## src/rtl/uart_rx_pkg.sv

```systemverilog
// -----------------------------------------------------------------------------
// uart_rx_pkg
// Shared UART definitions used by the receive and transmit sides.
//   UART_OVERSAMPLE : oversample ticks per bit period (default for both sides)
//   UART_DATA_BITS  : payload bits per frame (8N1 framing)
//   uart_state_e    : serial-engine FSM state encodings
// -----------------------------------------------------------------------------
package uart_rx_pkg;

  localparam int UART_OVERSAMPLE = 16;
  localparam int UART_DATA_BITS  = 8;

  typedef enum logic [2:0] {
    ST_IDLE  = 3'd0,
    ST_START = 3'd1,
    ST_DATA  = 3'd2,
    ST_STOP  = 3'd3,
    ST_BREAK = 3'd4
  } uart_state_e;

endpackage : uart_rx_pkg

```

## src/rtl/baud_tick.sv

```systemverilog
// -----------------------------------------------------------------------------
// baud_tick
// Free-running oversample tick generator. The counter runs 0..CLKS_PER_TICK-1
// and wraps; tick is high for the single cycle in which the counter holds its
// terminal value.
//   clk   : system clock, rising edge
//   reset : synchronous, active-high; clears the counter
//   tick  : one-cycle oversample strobe
// -----------------------------------------------------------------------------
module baud_tick #(
  parameter int CLKS_PER_TICK = 78
) (
  input  logic clk,
  input  logic reset,
  output logic tick
);

  // A one-clock tick period still needs a 1-bit counter to stay legal.
  localparam int CNT_W = (CLKS_PER_TICK > 1) ? $clog2(CLKS_PER_TICK) : 1;
  localparam logic [CNT_W-1:0] CNT_LAST = CNT_W'(CLKS_PER_TICK - 1);

  logic [CNT_W-1:0] cnt_q;
  logic [CNT_W-1:0] cnt_d;

  always_comb begin
    cnt_d = cnt_q + 1'b1;
    if (cnt_q == CNT_LAST) begin
      cnt_d = '0;
    end
  end

  always_ff @(posedge clk) begin
    if (reset) begin
      cnt_q <= '0;
    end else begin
      cnt_q <= cnt_d;
    end
  end

  assign tick = (cnt_q == CNT_LAST);

endmodule : baud_tick

```

## src/rtl/uart_rx.sv

```systemverilog
// -----------------------------------------------------------------------------
// uart_rx
// 8N1 UART receiver, LSB first, oversampled at OVERSAMPLE ticks per bit.
// The start bit is qualified at mid-bit; data and stop bits are then sampled
// one full bit period apart, i.e. at the centre of each bit.
//   clk       : system clock, rising edge
//   reset     : synchronous, active-high
//   rx        : asynchronous serial input, idle high
//   dout      : last correctly framed byte; held until the next rx_done
//   rx_done   : one-cycle strobe, dout valid in the same cycle (FIFO write)
//   frame_err : one-cycle strobe, stop bit sampled low
//   state_o   : current FSM state, for debug and checker binding
//
// Strobe semantics: rx_done and frame_err are fire-and-forget pulses with no
// back-pressure. The consumer must capture dout in the cycle rx_done is high;
// the two strobes are mutually exclusive and never last more than one cycle.
// -----------------------------------------------------------------------------
module uart_rx
  import uart_rx_pkg::*;
#(
  parameter int CLKS_PER_TICK = 78,
  parameter int OVERSAMPLE    = UART_OVERSAMPLE
) (
  input  logic        clk,
  input  logic        reset,
  input  logic        rx,
  output logic [7:0]  dout,
  output logic        rx_done,
  output logic        frame_err,
  output uart_state_e state_o
);

  localparam int TCNT_W = $clog2(OVERSAMPLE);
  localparam int BCNT_W = $clog2(UART_DATA_BITS);

  localparam logic [TCNT_W-1:0] TCNT_HALF = TCNT_W'(OVERSAMPLE / 2 - 1);
  localparam logic [TCNT_W-1:0] TCNT_FULL = TCNT_W'(OVERSAMPLE - 1);
  localparam logic [BCNT_W-1:0] BCNT_LAST = BCNT_W'(UART_DATA_BITS - 1);

  // Two-flop synchronizer, preset to the idle level so reset never looks
  // like a start edge.
  logic rx_meta_q;
  logic rx_s_q;

  logic tick;

  uart_state_e       state_q;
  logic [TCNT_W-1:0] tcnt_q;
  logic [BCNT_W-1:0] bcnt_q;
  logic [7:0]        shreg_q;
  logic [7:0]        dout_q;
  logic              rx_done_q;
  logic              frame_err_q;

  baud_tick #(
    .CLKS_PER_TICK(CLKS_PER_TICK)
  ) u_baud_tick (
    .clk  (clk),
    .reset(reset),
    .tick (tick)
  );

  always_ff @(posedge clk) begin
    if (reset) begin
      rx_meta_q <= 1'b1;
      rx_s_q    <= 1'b1;
    end else begin
      rx_meta_q <= rx;
      rx_s_q    <= rx_meta_q;
    end
  end

  always_ff @(posedge clk) begin
    if (reset) begin
      state_q     <= ST_IDLE;
      tcnt_q      <= '0;
      bcnt_q      <= '0;
      shreg_q     <= '0;
      dout_q      <= '0;
      rx_done_q   <= 1'b0;
      frame_err_q <= 1'b0;
    end else begin
      // Strobes default low so each lasts exactly one cycle.
      rx_done_q   <= 1'b0;
      frame_err_q <= 1'b0;

      case (state_q)
        ST_IDLE: begin
          // Start-edge detection is not gated by tick so a start bit that
          // follows the stop-bit sample directly is not missed.
          if (!rx_s_q) begin
            state_q <= ST_START;
            tcnt_q  <= '0;
          end
        end

        ST_START: begin
          if (tick) begin
            if (tcnt_q == TCNT_HALF) begin
              tcnt_q <= '0;
              bcnt_q <= '0;
              // Line back high at mid-start-bit is a glitch: drop it silently.
              state_q <= rx_s_q ? ST_IDLE : ST_DATA;
            end else begin
              tcnt_q <= tcnt_q + 1'b1;
            end
          end
        end

        ST_DATA: begin
          if (tick) begin
            if (tcnt_q == TCNT_FULL) begin
              tcnt_q  <= '0;
              shreg_q <= {rx_s_q, shreg_q[7:1]};
              if (bcnt_q == BCNT_LAST) begin
                bcnt_q  <= '0;
                state_q <= ST_STOP;
              end else begin
                bcnt_q <= bcnt_q + 1'b1;
              end
            end else begin
              tcnt_q <= tcnt_q + 1'b1;
            end
          end
        end

        ST_STOP: begin
          if (tick) begin
            if (tcnt_q == TCNT_FULL) begin
              tcnt_q <= '0;
              if (rx_s_q) begin
                dout_q    <= shreg_q;
                rx_done_q <= 1'b1;
                state_q   <= ST_IDLE;
              end else begin
                frame_err_q <= 1'b1;
                state_q     <= ST_BREAK;
              end
            end else begin
              tcnt_q <= tcnt_q + 1'b1;
            end
          end
        end

        ST_BREAK: begin
          // Wait out a held-low line so it reports a single framing error.
          if (rx_s_q) begin
            state_q <= ST_IDLE;
          end
        end

        default: begin
          state_q <= ST_IDLE;
        end
      endcase
    end
  end

  assign dout      = dout_q;
  assign rx_done   = rx_done_q;
  assign frame_err = frame_err_q;
  assign state_o   = state_q;

endmodule : uart_rx

```

## config.mk

```make
export PLATFORM = sky130hd
export DESIGN_NAME = uart_rx
export DESIGN_NICKNAME = d
export VERILOG_FILES = /design/src/rtl/uart_rx_pkg.sv /design/src/rtl/baud_tick.sv /design/src/rtl/uart_rx.sv
export SDC_FILE = /design/constraint.sdc
export NUM_CORES = 1
export LEC_CHECK = 0
export ABC_AREA = 1
export BUFFER_PORTS_ARGS = -buffer_cell sky130_fd_sc_hd__buf_2
export CAP_MARGIN = 0
export CORE_MARGIN = 3
export CORE_UTILIZATION = 50
export CTS_CLUSTER_DIAMETER = 40
export DETAILED_ROUTE_END_ITERATION = 12
export GPL_ROUTABILITY_DRIVEN = 0
export HOLD_SLACK_MARGIN = 0.03
export PLACE_DENSITY_LB_ADDON = 0.3
export SLEW_MARGIN = 10
export SYNTH_ARGS = -nofsm -noshare
export SYNTH_HDL_FRONTEND = slang
export SYNTH_HIERARCHICAL = 1
export SYNTH_SLANG_ARGS = --single-unit
```

## constraint.sdc

```tcl
create_clock -name clk -period 1.95 [get_ports clk]
set_input_delay 0.195 -clock clk [delete_from_list [all_inputs] [get_ports clk]]
set_output_delay 0.195 -clock clk [all_outputs]
set_load 0.005 [all_outputs]
```

# Word level (Yosys, flattened, before mapping)
# Index checks and enable logic that the tools add are counted.
[word_totals] reg_bits=37 latch_bits=0 mem_bits_rw=0 mem_bits_ro=0 input_bits=3 out_inout_bits=13 elab_cells=71 n_memories=0
[classes] n_addsub=3 mul=0 div_mod_pow=0 n_lt_le_gt_ge=0 eq_ne=18 shift=0 n_mux=26 n_bitwise=3 reduce_logical=11
[op_table] operator="two-way mux 3 bit" count=15
[op_table] operator="two-way mux 4 bit" count=5
[op_table] operator="!= test 2 bit (second input constant)" count=9
[op_table] operator="case mux 3 bit (5 select lines)" count=1
[op_table] operator="case mux 4 bit (3 select lines)" count=1
[op_table] operator="AND reduction 9 bit" count=1
[op_table] operator="AND reduction 4 bit" count=2
[op_table] operator="adder 7 x 1 -> 7 bit (second input constant)" count=1
[op_table] operator="== test 7 bit (second input constant)" count=1
[op_table] operator="== test 3 x 2 -> 1 bit (second input constant)" count=2
[op_table] operator="== test 3 bit (second input constant)" count=2
[op_table] operator="case mux 3 bit (2 select lines)" count=1
[op_table] operator="AND reduction 5 bit" count=1
[op_table] operator="adder 4 x 1 -> 4 bit (second input constant)" count=1
[op_table] operator="== test 4 x 3 -> 1 bit (second input constant)" count=1
[op_table] operator="== test 4 bit (second input constant)" count=1
[op_table] operator="OR reduction 2 bit" count=2
[op_table] operator="OR reduction 4 bit" count=1
[op_table] operator="adder 3 x 1 -> 3 bit (second input constant)" count=1
[op_table] operator="== test 3 x 1 -> 1 bit (second input constant)" count=1
[op_table] operator="logical NOT 3 bit" count=1
[op_table] operator="NOT 1 bit" count=3
[op_table] operator="AND reduction 3 bit" count=1
[op_table] operator="nonzero test 3 bit" count=1
[op_table] operator="4 further kinds" count=5

# Depth between registers and ports, before layout
# Gate-level depths: netlist (run 1).
[depth] depth_word=5 ltp_mapped=14 mapped_depth_nobuf=14

# Cells and area by module
# The synthesis (run 1) kept the hierarchy.
[by_module_without_submodules] mod="uart_rx" n_inst=1 cells_each=189 area_per_inst_um2=1386.3 seq_area_each_um2=600.6
[by_module_without_submodules] mod="baud_tick" n_inst=1 cells_each=49 area_per_inst_um2=362.8 seq_area_each_um2=140.1

# Least setup slack after synthesis (run 1)
# No wires, ideal clock.
[synth_path] path_kind="register to register" startpoint="reg u_baud_tick.cnt_q[0]" endpoint="reg dout_q[0], in the netlist dout[0]" setup_time_ns=0.132 arrival_time_ns=1.363 required_ns=1.818 setup_slack_ns=0.454 path_stages_with_launch=10 n_path_buf=1 synth_period_minus_slack_ns=1.496 path_cell_list="dfxtp_1 > ha_1 > nand2_1 > inv_1 > nand3_2 > inv_1 > clkbuf_1 > nand3_4 > nand2_1 > a21oi_1"
[synth_via] elab_chain_cells=2
[synth_rtl] element="start: declaration" line="baud_tick.sv:22" rtl="logic [CNT_W-1:0] cnt_q;"
[synth_rtl] element="start signal: assignment" line="baud_tick.sv:36" rtl="cnt_q <= cnt_d;"
[synth_rtl] element="== test 7 bit" line="baud_tick.sv:40" rtl="assign tick = (cnt_q == CNT_LAST);"
[synth_rtl] element="net tick" line="uart_rx.sv:45" rtl="logic tick;"
[synth_rtl] element="AND reduction 4 bit (no source line)"
[synth_rtl] element="end signal: assignment" line="uart_rx.sv:132" rtl="dout_q <= shreg_q;"
[synth_rtl] element="end: declaration" line="uart_rx.sv:51" rtl="logic [7:0] dout_q;"
# The timed path passes the listed nets, and every way through them passes these cells.
# A chain may end at the register's enable or synchronous reset.

# Final worst setup path (run 1)
[layout_path] startpoint="reg u_baud_tick.cnt_q[1]" endpoint="reg shreg_q[6]"
[layout_via] elab_chain_cells=2
[layout_rtl] element="== test 7 bit" line="baud_tick.sv:40"
[layout_rtl] element="net tick" line="uart_rx.sv:45"
[layout_rtl] element="AND reduction 3 bit (no source line)"
[layout_rtl] element="end signal: assignment" line="uart_rx.sv:114" rtl="shreg_q <= {rx_s_q, shreg_q[7:1]};"
[layout_rtl] element="end: declaration" line="uart_rx.sv:50" rtl="logic [7:0] shreg_q;"
# The timed path passes the listed nets, and every way through them passes these cells.

==> results of run 1 <==
==> area by class of cell <==
| type | instances | area (µm²) |
|---|---|---|
| clock buffers | 5 | 37.5 |
| inverters | 31 | 118 |
| fillers | 317 | 1270 |
| well taps | 44 | 55.1 |
| multi-input cells | 165 | 863 |
| repair buffers | 18 | 100 |
| flip-flops and latches | 37 | 741 |
| clock inverters | 3 | 17.5 |
==> synthesized netlist by cell type, drive strengths merged <==
cell    instances
a21oi          16
buf             2
clkbuf          3
clkinv          1
dfxtp          37
ha              5
inv            30
nand2          52
nand3          16
nand3b          1
nand4          12
nor2           45
nor3            2
o21ai          10
o21bai          2
or2             2
xnor2           1
xor2            1
==> layer usage <==
metal,share of wire (%),up-vias
met2,43,26
met1,52,647
met3,3.8,2
met4,0.60,0
met5,0,-
li1,-,806
==> power by group through the flow <==
stage	Sequential [mW]	Clock, mW	Combinational (mW)
5_1_grt	0.918	0.435	0.800
2_1_floorplan	0.893	0	0.585
3_3_place_gp	0.921	0	0.672
6_report	0.906	0.396	0.670
3_5_place_dp	0.924	0	0.669
4_1_cts	0.907	0.406	0.674
==> registers in the layout, indices dropped and copies added, names as in the netlist <==
name               count
tcnt_q                 4
state_o                3
rx_meta_q              1
u_baud_tick/cnt_q      7
rx_done                1
rx_s_q                 1
shreg_q                8
dout                   8
frame_err              1
bcnt_q                 3
==> how the worst min path moves through the flow <==
stage | start | end | slack (ns)
4_1_cts | reset | state_o[2] | 0.20
5_1_grt | reset | dout[2] | 0.22
6_report | reset | dout[6] | 0.20
3_5_place_dp | rx | rx_meta_q | 0.38
2_1_floorplan | rx | rx_meta_q | 0.30
3_3_place_gp | rx | rx_meta_q | 0.38
==> worst reg2reg max path, delay by kind of cell, from the launching register on <==
family,cells,cell delay [ns]
flip-flops,1,0.37
AND/OR/NAND/NOR,3,0.32
AO/OA/AOI/OAI,2,0.20
adder cells (fa/ha/maj),1,0.17
buffers and inverters,5,0.49
==> cells by family (layout without fill, tap and decap cells) <==
| logic type | Yosys count | in the layout | synth area share (%) |
|---|---|---|---|
| and+or+nand+nor | 130 | 130 | 36.3 |
| DFF | 37 | 37 | 42.3 |
| buffers and inverters | 36 | 57 | 8.30 |
| AOI/OAI and AO/OA | 28 | 28 | 8.51 |
| adders and majority gates | 5 | 5 | 3.58 |
| xor gates and xnor gates | 2 | 2 | 1.00 |
==> metrics by stage <==
stage               utilization [%]  power [mW]
detailed placement             58.3        1.59
CTS                            60.3        1.99
floorplan                         -        1.48
global placement               58.3        1.59
finish                         60.3        1.97
global route                   60.3        2.15
==> qor.txt, run 1 <==
Run status - complete, no violations
CP bufs+invs - 5
Maximum number of pins on one net before global-route repair - 17
Avg Vias per Cell - 4.89
Clk_lat worst skew - 0.33 ns
Fin. max-slew vios - 0
Row cnt - 20
Req. time, crit path - 2.19 ns
Total GRT Usage - 17.0%
H-tree depth - 2
Max incr delay on CP - 0.37 ns
Met2 Usage GRT - 26.9%
Clock power frac - 20.1%
Switch Pwr - 783 µW
Slowest CP cell - dfxtp_1
Layout Skew - 0.00780 ns
Leak - 0.864 nW
Register bit total from synthesis - 37
Leading cell type in the layout, fill and taps excluded - nand2_1
Max clock buf depth - 2
Mean Syn Cell Area - 7.35 µm²
Mapped cell area - 0.00175 mm²
Max-cap violation count - 0
Comb power frac - 34.0%
First-pass GRT wire length - 5740 µm
Reg2reg setup slack - 0.32 ns
Worst Path Arrival - 1.87 ns
R2r endpoint - shreg_q[6]
Post-CTS Setup Repair Bufs - 0
Relative slew margins - 70.9%
Syn. warnings - 6
Worst-path clk slew - 0.12 ns
Worst path depth - 11
Setup Crit Path Kind - flop to flop
Final setup viols - 0
Flop pwr share - 45.9%
Post-route minimum period - 1.63 ns
Placed cell count - 294
R2R cell count - 11
Post-route cell area - 0.00193 mm²
Net count after synthesis - 246
Worst Hold Class - input port to flop
DIE AREA - 0.00424 mm²
Most frequent CP cell - inv_1
Switching power as a share of total power - 39.7%
Hold slack - 0.200 ns
Setup crit end kind - flop
Family with the most delay on the worst path - buffers and inverters
Vias in the first global route - 1327
Top cells by area, synth - dfxtp_1 42%, nand2_1 10%, nor2_1 8.2%
RSZ-0062 raised after global routing - no
Syn Inst Count - 238
Hold path depth - 2
Crit Path Max Fanout - 11
P_int - 1.19 mW
PD cells - 1020 mW/mm²
Post-CTS Resized - 0
Setup WS pre-CTS - 0.339 ns
Die width - 65.1 µm
Post-DP HPWL - 2230 µm
Initial cell density of the core - 54.6%
Area growth, synth to finish - 10.4%
Register area share after synthesis - 42.3%
Synth area leader - dfxtp_1
Ratio of final minimum period to clock period - 83.6%
TritonCTS Buffers - 5
Sink Count - 37
Top-Level Pins - 16
TritonCTS clock tree - built
Initial antenna violation count - 0
DR iter-0 viols - 92
Post-layout nets - 266
Worst path cell trace - inv_1, ha_1, nand2_1, inv_1, nand3_2, inv_1, buf_4, nand3_2, clkinv_2, o21ai_1, a21oi_1
Met1 track demand over resource - 23.1%
Post-route insts no fill - 303
Max Clk Rate - 613 MHz
CTS Hold Bufs - 1
Most frequent cells in the layout - 48 x nand2_1, 38 x nor2_1, 37 x dfxtp_1, 27 x inv_1
Post-synth cell types - 28
Grt total ovfl - 0
GRT met3 Usage - 4.10%
Worst r2r src - u_baud_tick/cnt_q[1]
CP Launch Type - flop
Diodes inserted - 0
PnR worst setup slack - 0.320 ns
Die height - 65.1 µm
Maximum VDD drop - 0.701 mV
Port Buf Inserts - 15
GR peak layer - met2
Share of cells above drive strength 1 - 19.7%
Worst slew pin tran - 0.437 ns
Drt first pass iters - 4
CP Launch Point - u_baud_tick/cnt_q[1]
Core region area - 0.00320 mm²
Final hold vios - 0
Area share of the largest cell type after synthesis - 42.3%
Crit path to - shreg_q[6]
Setup Total Neg Slack - 0 ns
Drc violations - 0
Wire per inst - 10.4 µm
ANT nets after route - 0
Placed instance area - 0.00187 mm²
WL final - 3160 µm
CTS Root Cell - clkbuf_4
Via count - 1481
No activity file was read; power rests on OpenSTA's default activity.
==> run 2: changes to the inputs <==
- ABC_AREA: 1 -> 0
- clock period: 1.95 -> 1.4 ns (I/O delays scaled with it)
==> qor.txt, run 2 <==
WL final - 3750 µm (was 3160 µm)
Setup Total Neg Slack - -10.20 ns (was 0 ns)
Area growth, synth to finish - 41.8% (was 10.4%)
Setup crit end kind - flop (unchanged)
Slowest CP cell - or4b_4 (was dfxtp_1)
H-tree depth - 2 (unchanged)
Share of cells above drive strength 1 - 41.1% (was 19.7%)
Run status - finished with violations (was complete, no violations)
Failing checks - negative setup slack
Drt first pass iters - 6 (was 4)
Max Clk Rate - 550 MHz (was 613 MHz)
Initial antenna violation count - 0 (unchanged)
Synth Area in Adders - 3.92% (was 3.58%)
Die width - 62.5 µm (was 65.1 µm)
Syn Inst Count - 169 (was 238)
Area share of the largest cell type after synthesis - 46.4% (was 42.3%)
Area share of xor/xnor cells in the synthesized design - 2.19% (was 1.00%)
Final hold vios - 0 (unchanged)
CP bufs+invs - 1 (was 5)
Mapped cell area - 0.00160 mm² (was 0.00175 mm²)
DIE AREA - 0.00391 mm² (was 0.00424 mm²)
Req. time, crit path - 1.69 ns (was 2.19 ns)
Complex-gate fraction of the synthesized area - 8.54% (was 8.51%)
Net count after synthesis - 177 (was 246)
First-pass GRT wire length - 6220 µm (was 5740 µm)
Metal3 WL - 98 µm (was 120 µm)
Register bit total from synthesis - 37 (unchanged)
Synth area leader - dfxtp_1 (unchanged)
Setup Crit Path Kind - flop to flop (unchanged)
Post-synth cell types - 36 (was 28)
Max incr delay on CP - 0.52 ns (was 0.37 ns)
Final setup viols - 35 (was 0)
PnR worst setup slack - -0.417 ns (was 0.320 ns)
Worst Hold Class - input port to flop (unchanged)
Largest family of logic cells by synthesized area - simple AND/OR/NAND/NOR gates (unchanged)
Leak - 0.989 nW (was 0.864 nW)
Row cnt - 19 (was 20)
Drc violations - 0 (unchanged)
Post-layout nets - 231 (was 266)
Top Metal Used - met4 (unchanged)
ANT nets after route - 0 (unchanged)
Vias in the first global route - 1421 (was 1327)
EDFF count, synth - 0 (unchanged)
Main synth FF type - dfxtp_1 (unchanged)
TritonCTS Buffers - 5 (unchanged)
Leading cell type in the layout, fill and taps excluded - dfxtp_1 (was nand2_1)
DR iter-0 viols - 51 (was 92)
Post-route minimum period - 1.82 ns (was 1.63 ns)
Initial cell density of the core - 55.1% (was 54.6%)
Worst-path clk slew - 0.12 ns (about the same)
Area occupied by multi-input gates - 946 µm² (was 863 µm²)
Total GRT Usage - 19.9% (was 17.0%)
Power, Total - 2.16 mW (was 1.97 mW)
Max clock buf depth - 2 (unchanged)
Mean Syn Cell Area - 9.45 µm² (was 7.35 µm²)
Family with the most delay on the worst path - simple AND/OR/NAND/NOR gates (was buffers and inverters)
Ratio of final minimum period to clock period - 130% (was 83.6%)
Clk_lat worst skew - 0.35 ns (was 0.33 ns)
Most frequent cells in the layout - 34 x dfxtp_1, 33 x buf_4, 30 x nor2_1, 20 x mux2i_1, 15 x buf_2 (was 48 x nand2_1, 38 x nor2_1, 37 x dfxtp_1, 27 x inv_1)
Mux cell area share after synthesis - 13.9% (was 0%)
Worst path cell trace - inv_2, ha_4, nand4bb_4, nor2_4, o21ai_1, a21o_1, or4b_4, a21oi_2 (was inv_1, ha_1, nand2_1, inv_1, nand3_2, inv_1, buf_4, nand3_2, clkinv_2, o21ai_1, a21oi_1)
Layout Skew - 0.00349 ns (was 0.00780 ns)
Avg Vias per Cell - 5.31 (was 4.89)
Register area share after synthesis - 46.4% (was 42.3%)
TritonCTS clock tree - built (unchanged)
Worst slew pin tran - 0.310 ns (was 0.437 ns)
Grt total ovfl - 0 (unchanged)
Relative slew margins - 79.3% (was 70.9%)
Core region area - 0.00290 mm² (was 0.00320 mm²)
Top cells by area, synth - dfxtp_1 46%, mux2i_1 13%, nor2_1 7.3% (was dfxtp_1 42%, nand2_1 10%, nor2_1 8.2%)
Port Buf Inserts - 15 (unchanged)
Async set or reset register ratio after synthesis - 0% (unchanged)
Maximum VDD drop - 0.903 mV (was 0.701 mV)
Die height - 62.5 µm (was 65.1 µm)
Wire per inst - 14.1 µm (was 10.4 µm)
Sink Count - 37 (unchanged)
Most frequent cell after synthesis - dfxtp_1 (was nand2_1)
PD cells - 951 mW/mm² (was 1020 mW/mm²)
Diodes inserted - 0 (unchanged)
Crit Path Max Fanout - 4 (was 11)
RSZ-0062 raised after global routing - yes (was no)
Via count - 1413 (was 1481)
Synth Area in Simple Gates - 22.5% (was 36.3%)
CP Launch Type - flop (unchanged)
M1 WL - 1580 µm (was 1660 µm)
Post-DP HPWL - 2440 µm (was 2230 µm)
Syn. warnings - 6 (unchanged)
Placed instance area - 0.00195 mm² (was 0.00187 mm²)
Top-Level Pins - 16 (unchanged)
CTS Root Cell - clkbuf_4 (unchanged)
Layout filler cell count - 207 (was 317)
Detail Route met2 WL - 1960 µm (was 1370 µm)
Max-cap violation count - 0 (unchanged)
Register area - 744 µm² (was 741 µm²)
Top post-synthesis cells by count - 37 x dfxtp_1, 31 x nor2_1, 20 x mux2i_1 (was 48 x nand2_1, 38 x nor2_1, 37 x dfxtp_1)
Final core occ - 78.1% (was 60.3%)
Worst Path Arrival - 2.11 ns (was 1.87 ns)
Fin. max-slew vios - 0 (unchanged)
Post-route cell area - 0.00227 mm² (was 0.00193 mm²)
Maximum number of pins on one net before global-route repair - 20 (was 17)
-- run 2: timing repair --
action                     in CTS  in global routing
pin swaps                      10                 10
setup buffers                   8                  3
setup endpoints to repair      28                 35
hold endpoints to repair        1                  0
hold buffers                    1                  0
gates resized for setup        11                 15
cloned                          0                  1
-- run 2: per-layer routing --
| layer | vias to the layer above | track usage [%] |
|---|---|---|
| met5 | - | 0 |
| met4 | 0 | 10.2 |
| met3 | 12 | 5.22 |
| met2 | 26 | 35.7 |
| met1 | 674 | 21.2 |
| li1 | 701 | - |
-- run 2: path summary, 6_finish.rpt --
check	start	to	slack [ns]	cells past startpoint
worst min register to register	rx_meta_q	rx_s_q	0.45	1
worst min-delay path	reset	bcnt_q[2]	0.15	2
worst max register to register	u_baud_tick/cnt_q[1]	tcnt_q[2]	-0.42	8
worst max-delay path	u_baud_tick/cnt_q[1]	tcnt_q[2]	-0.42	8
-- run 2: final cells by class --
type,count,area share [%]
clock buffers,5,1.66
clock inverters,3,3.04
inverters,2,0.331
multi-input cells,122,41.7
flip-flops and latches,37,32.9
well taps,42,2.32
repair buffers,55,18.1
-- run 2: cells by family after synthesis --
group | count (synthesis)
compound gates | 21
xor+xnor | 4
fa+ha+maj | 5
buf+inv | 10
flops | 37
mux | 22
simple gates | 70
-- run 2: power breakdown --
| part | switching [mW] | leakage [nW] | internal, mW |
|---|---|---|---|
| combinational | 0.0638 | 0.633 | 0.0646 |
| clock | 0.390 | 0.0558 | 0.562 |
| sequential | 0.00909 | 0.300 | 1.07 |
| total | 0.463 | 0.989 | 1.69 |
-- run 2: through the flow --
| step | cells | setup slack [ns] | hold WS, ns |
|---|---|---|---|
| detailed placement | 247 | -0.394 | 0.329 |
| finish | 266 | -0.417 | 0.147 |
| global route | 266 | -0.490 | 0.147 |
| floorplan | 169 | -0.306 | 0.244 |
| global placement | 247 | -0.287 | 0.328 |
| CTS | 264 | -0.366 | 0.119 |
-- run 2: worst reg2reg max path, cell delays in order, from the launching register on --
cell and delay (ns):
dfxtp_2 0.34, inv_2 0.05, ha_4 0.13, nand4bb_4 0.13, nor2_4 0.17, o21ai_1 0.08
a21o_1 0.21, or4b_4 0.52, a21oi_2 0.13
==> run 3: changes to the inputs <==
- CTS_BUF_LIST: unset -> sky130_fd_sc_hd__clkbuf_8
==> qor.txt, run 3 (same netlist as run 2, synthesis figures left out) <==
Area growth, synth to finish - 42.6% (was 41.8%)
Post-DP HPWL - 2440 µm (unchanged)
Grt total ovfl - 0 (unchanged)
First-pass GRT wire length - 6470 µm (was 6220 µm)
R2r endpoint - shreg_q[4] (was tcnt_q[2])
Worst Path Arrival - 1.97 ns (was 2.11 ns)
Maximum VDD drop - 0.981 mV (was 0.903 mV)
Drc violations - 0 (unchanged)
Diodes inserted - 0 (unchanged)
Power, Total - 2.33 mW (was 2.16 mW)
CP Launch Type - flop (unchanged)
TritonCTS clock tree - built (unchanged)
Die height - 62.5 µm (unchanged)
Row cnt - 19 (unchanged)
Hold Startpoint - reset (unchanged)
Worst slew pin tran - 0.369 ns (was 0.310 ns)
Relative slew margins - 75.4% (was 79.3%)
ANT nets after route - 0 (unchanged)
R2R cell count - 9 (was 8)
TritonCTS Buffers - 5 (unchanged)
Drt first pass iters - 4 (was 6)
Fin. max-slew vios - 0 (unchanged)
Setup Crit Path Kind - flop to flop (unchanged)
Crit Path Max Fanout - 8 (was 4)
Setup Total Neg Slack - -9.94 ns (was -10.20 ns)
Setup crit end kind - flop (unchanged)
Share of cells above drive strength 1 - 38.3% (was 41.1%)
Hold slack - 0.193 ns (was 0.147 ns)
Core region area - 0.00290 mm² (unchanged)
Initial cell density of the core - 55.1% (unchanged)
PnR worst setup slack - -0.392 ns (was -0.417 ns)
Most frequent cells in the layout - 34 x dfxtp_1, 30 x nor2_1, 28 x buf_4, 19 x mux2i_1, 15 x buf_2 (was 34 x dfxtp_1, 33 x buf_4, 30 x nor2_1, 20 x mux2i_1, 15 x buf_2)
Ratio of final minimum period to clock period - 128% (was 130%)
Vias in the first global route - 1427 (was 1421)
Leak - 0.976 nW (was 0.989 nW)
Worst-path clk slew - 0.08 ns (was 0.12 ns)
DR iter-0 viols - 104 (was 51)
Reg2reg setup slack - -0.39 ns (was -0.42 ns)
Port Buf Inserts - 15 (unchanged)
Wire per inst - 14.8 µm (was 14.1 µm)
Initial antenna violation count - 0 (unchanged)
Crit path to - shreg_q[4] (was tcnt_q[2])
CP Launch Point - u_baud_tick/cnt_q[1] (unchanged)
Run status - finished with violations (unchanged)
Req. time, crit path - 1.58 ns (was 1.69 ns)
Hold path depth - 2 (unchanged)
Max clock buf depth - 2 (unchanged)
Final core occ - 78.6% (was 78.1%)
Maximum number of pins on one net before global-route repair - 20 (unchanged)
PD cells - 1020 mW/mm² (was 951 mW/mm²)
Failing checks - negative setup slack (unchanged)
Final hold vios - 0 (unchanged)
DIE AREA - 0.00391 mm² (unchanged)
Total GRT Usage - 20.3% (was 19.9%)
Clk_lat worst skew - 0.29 ns (was 0.35 ns)
RSZ-0062 raised after global routing - yes (unchanged)
Final setup viols - 35 (unchanged)
Max-cap violation count - 0 (unchanged)
H-tree depth - 2 (unchanged)
Top-Level Pins - 16 (unchanged)
Max Clk Rate - 558 MHz (was 550 MHz)
Post-layout nets - 229 (was 231)
CTS Root Cell - clkbuf_8 (was clkbuf_4)
Layout Skew - 0.00473 ns (was 0.00349 ns)
Sink Count - 37 (unchanged)
Worst r2r src - u_baud_tick/cnt_q[1] (unchanged)
Worst Hold Class - input port to flop (unchanged)
Via count - 1385 (was 1413)
Post-route minimum period - 1.79 ns (was 1.82 ns)
Leading cell type in the layout, fill and taps excluded - dfxtp_1 (unchanged)
WL final - 3910 µm (was 3750 µm)
Avg Vias per Cell - 5.25 (was 5.31)
Die width - 62.5 µm (unchanged)
[run 3: metrics by stage]
| stage | area [µm²] | setup WS (ns) | instances |
|---|---|---|---|
| 2_1_floorplan | 1650 | -0.306 | 169 |
| 3_3_place_gp | 1950 | -0.287 | 247 |
| 3_5_place_dp | 1950 | -0.394 | 247 |
| 4_1_cts | 2200 | -0.340 | 263 |
| 5_1_grt | 2280 | -0.447 | 264 |
| 6_report | 2280 | -0.392 | 264 |
[run 3: worst max-delay path, stage by stage (launching register included)]
cell and delay, ns:
dfxtp_2 0.33, inv_2 0.06, ha_4 0.13, nand4bb_4 0.13, nor2_4 0.15, nand4b_1 0.24, nor2_4 0.20, buf_12 0.15
mux2i_2 0.23, nor2_1 0.06
[run 3: per-layer routing]
layer	up-vias	track usage, %	share of wire (%)	routed length, µm
li1	689	-	-	-
met1	653	22.3	41	1590
met2	36	38.6	54	2120
met3	7	4.32	3.9	152
met4	0	6.06	1.1	43
met5	-	0	0	0
[run 3: worst min-delay path by stage]
stage	to	slack (ns)
CTS	bcnt_q[1]	0.18
global route	bcnt_q[2]	0.20
global placement	rx_meta_q	0.33
detailed placement	rx_meta_q	0.33
finish	bcnt_q[2]	0.19
floorplan	rx_meta_q	0.24
[run 3: power breakdown]
group | switching (mW) | internal [mW] | total (mW)
combinational | 0.0620 | 0.0617 | 0.124
clock | 0.411 | 0.717 | 1.13
sequential | 0.00912 | 1.06 | 1.07
total | 0.482 | 1.84 | 2.33
[run 3: area by class of cell]
| type | instances | area, µm² |
|---|---|---|
| well taps | 42 | 52.6 |
| clock buffers | 5 | 68.8 |
| clock inverters | 3 | 68.8 |
| repair buffers | 53 | 405 |
| multi-input cells | 122 | 931 |
| inverters | 2 | 7.51 |
| fillers | 195 | 622 |
| flip-flops and latches | 37 | 744 |
[run 3: repair_timing]
item                       CTS  global route
gates cloned                 0             1
setup endpoints to repair   28            35
gates resized for setup      9            16
buffers inserted             7             7
hold buffers                 1             0
pin swaps                    6            12
hold endpoints to repair     1             0
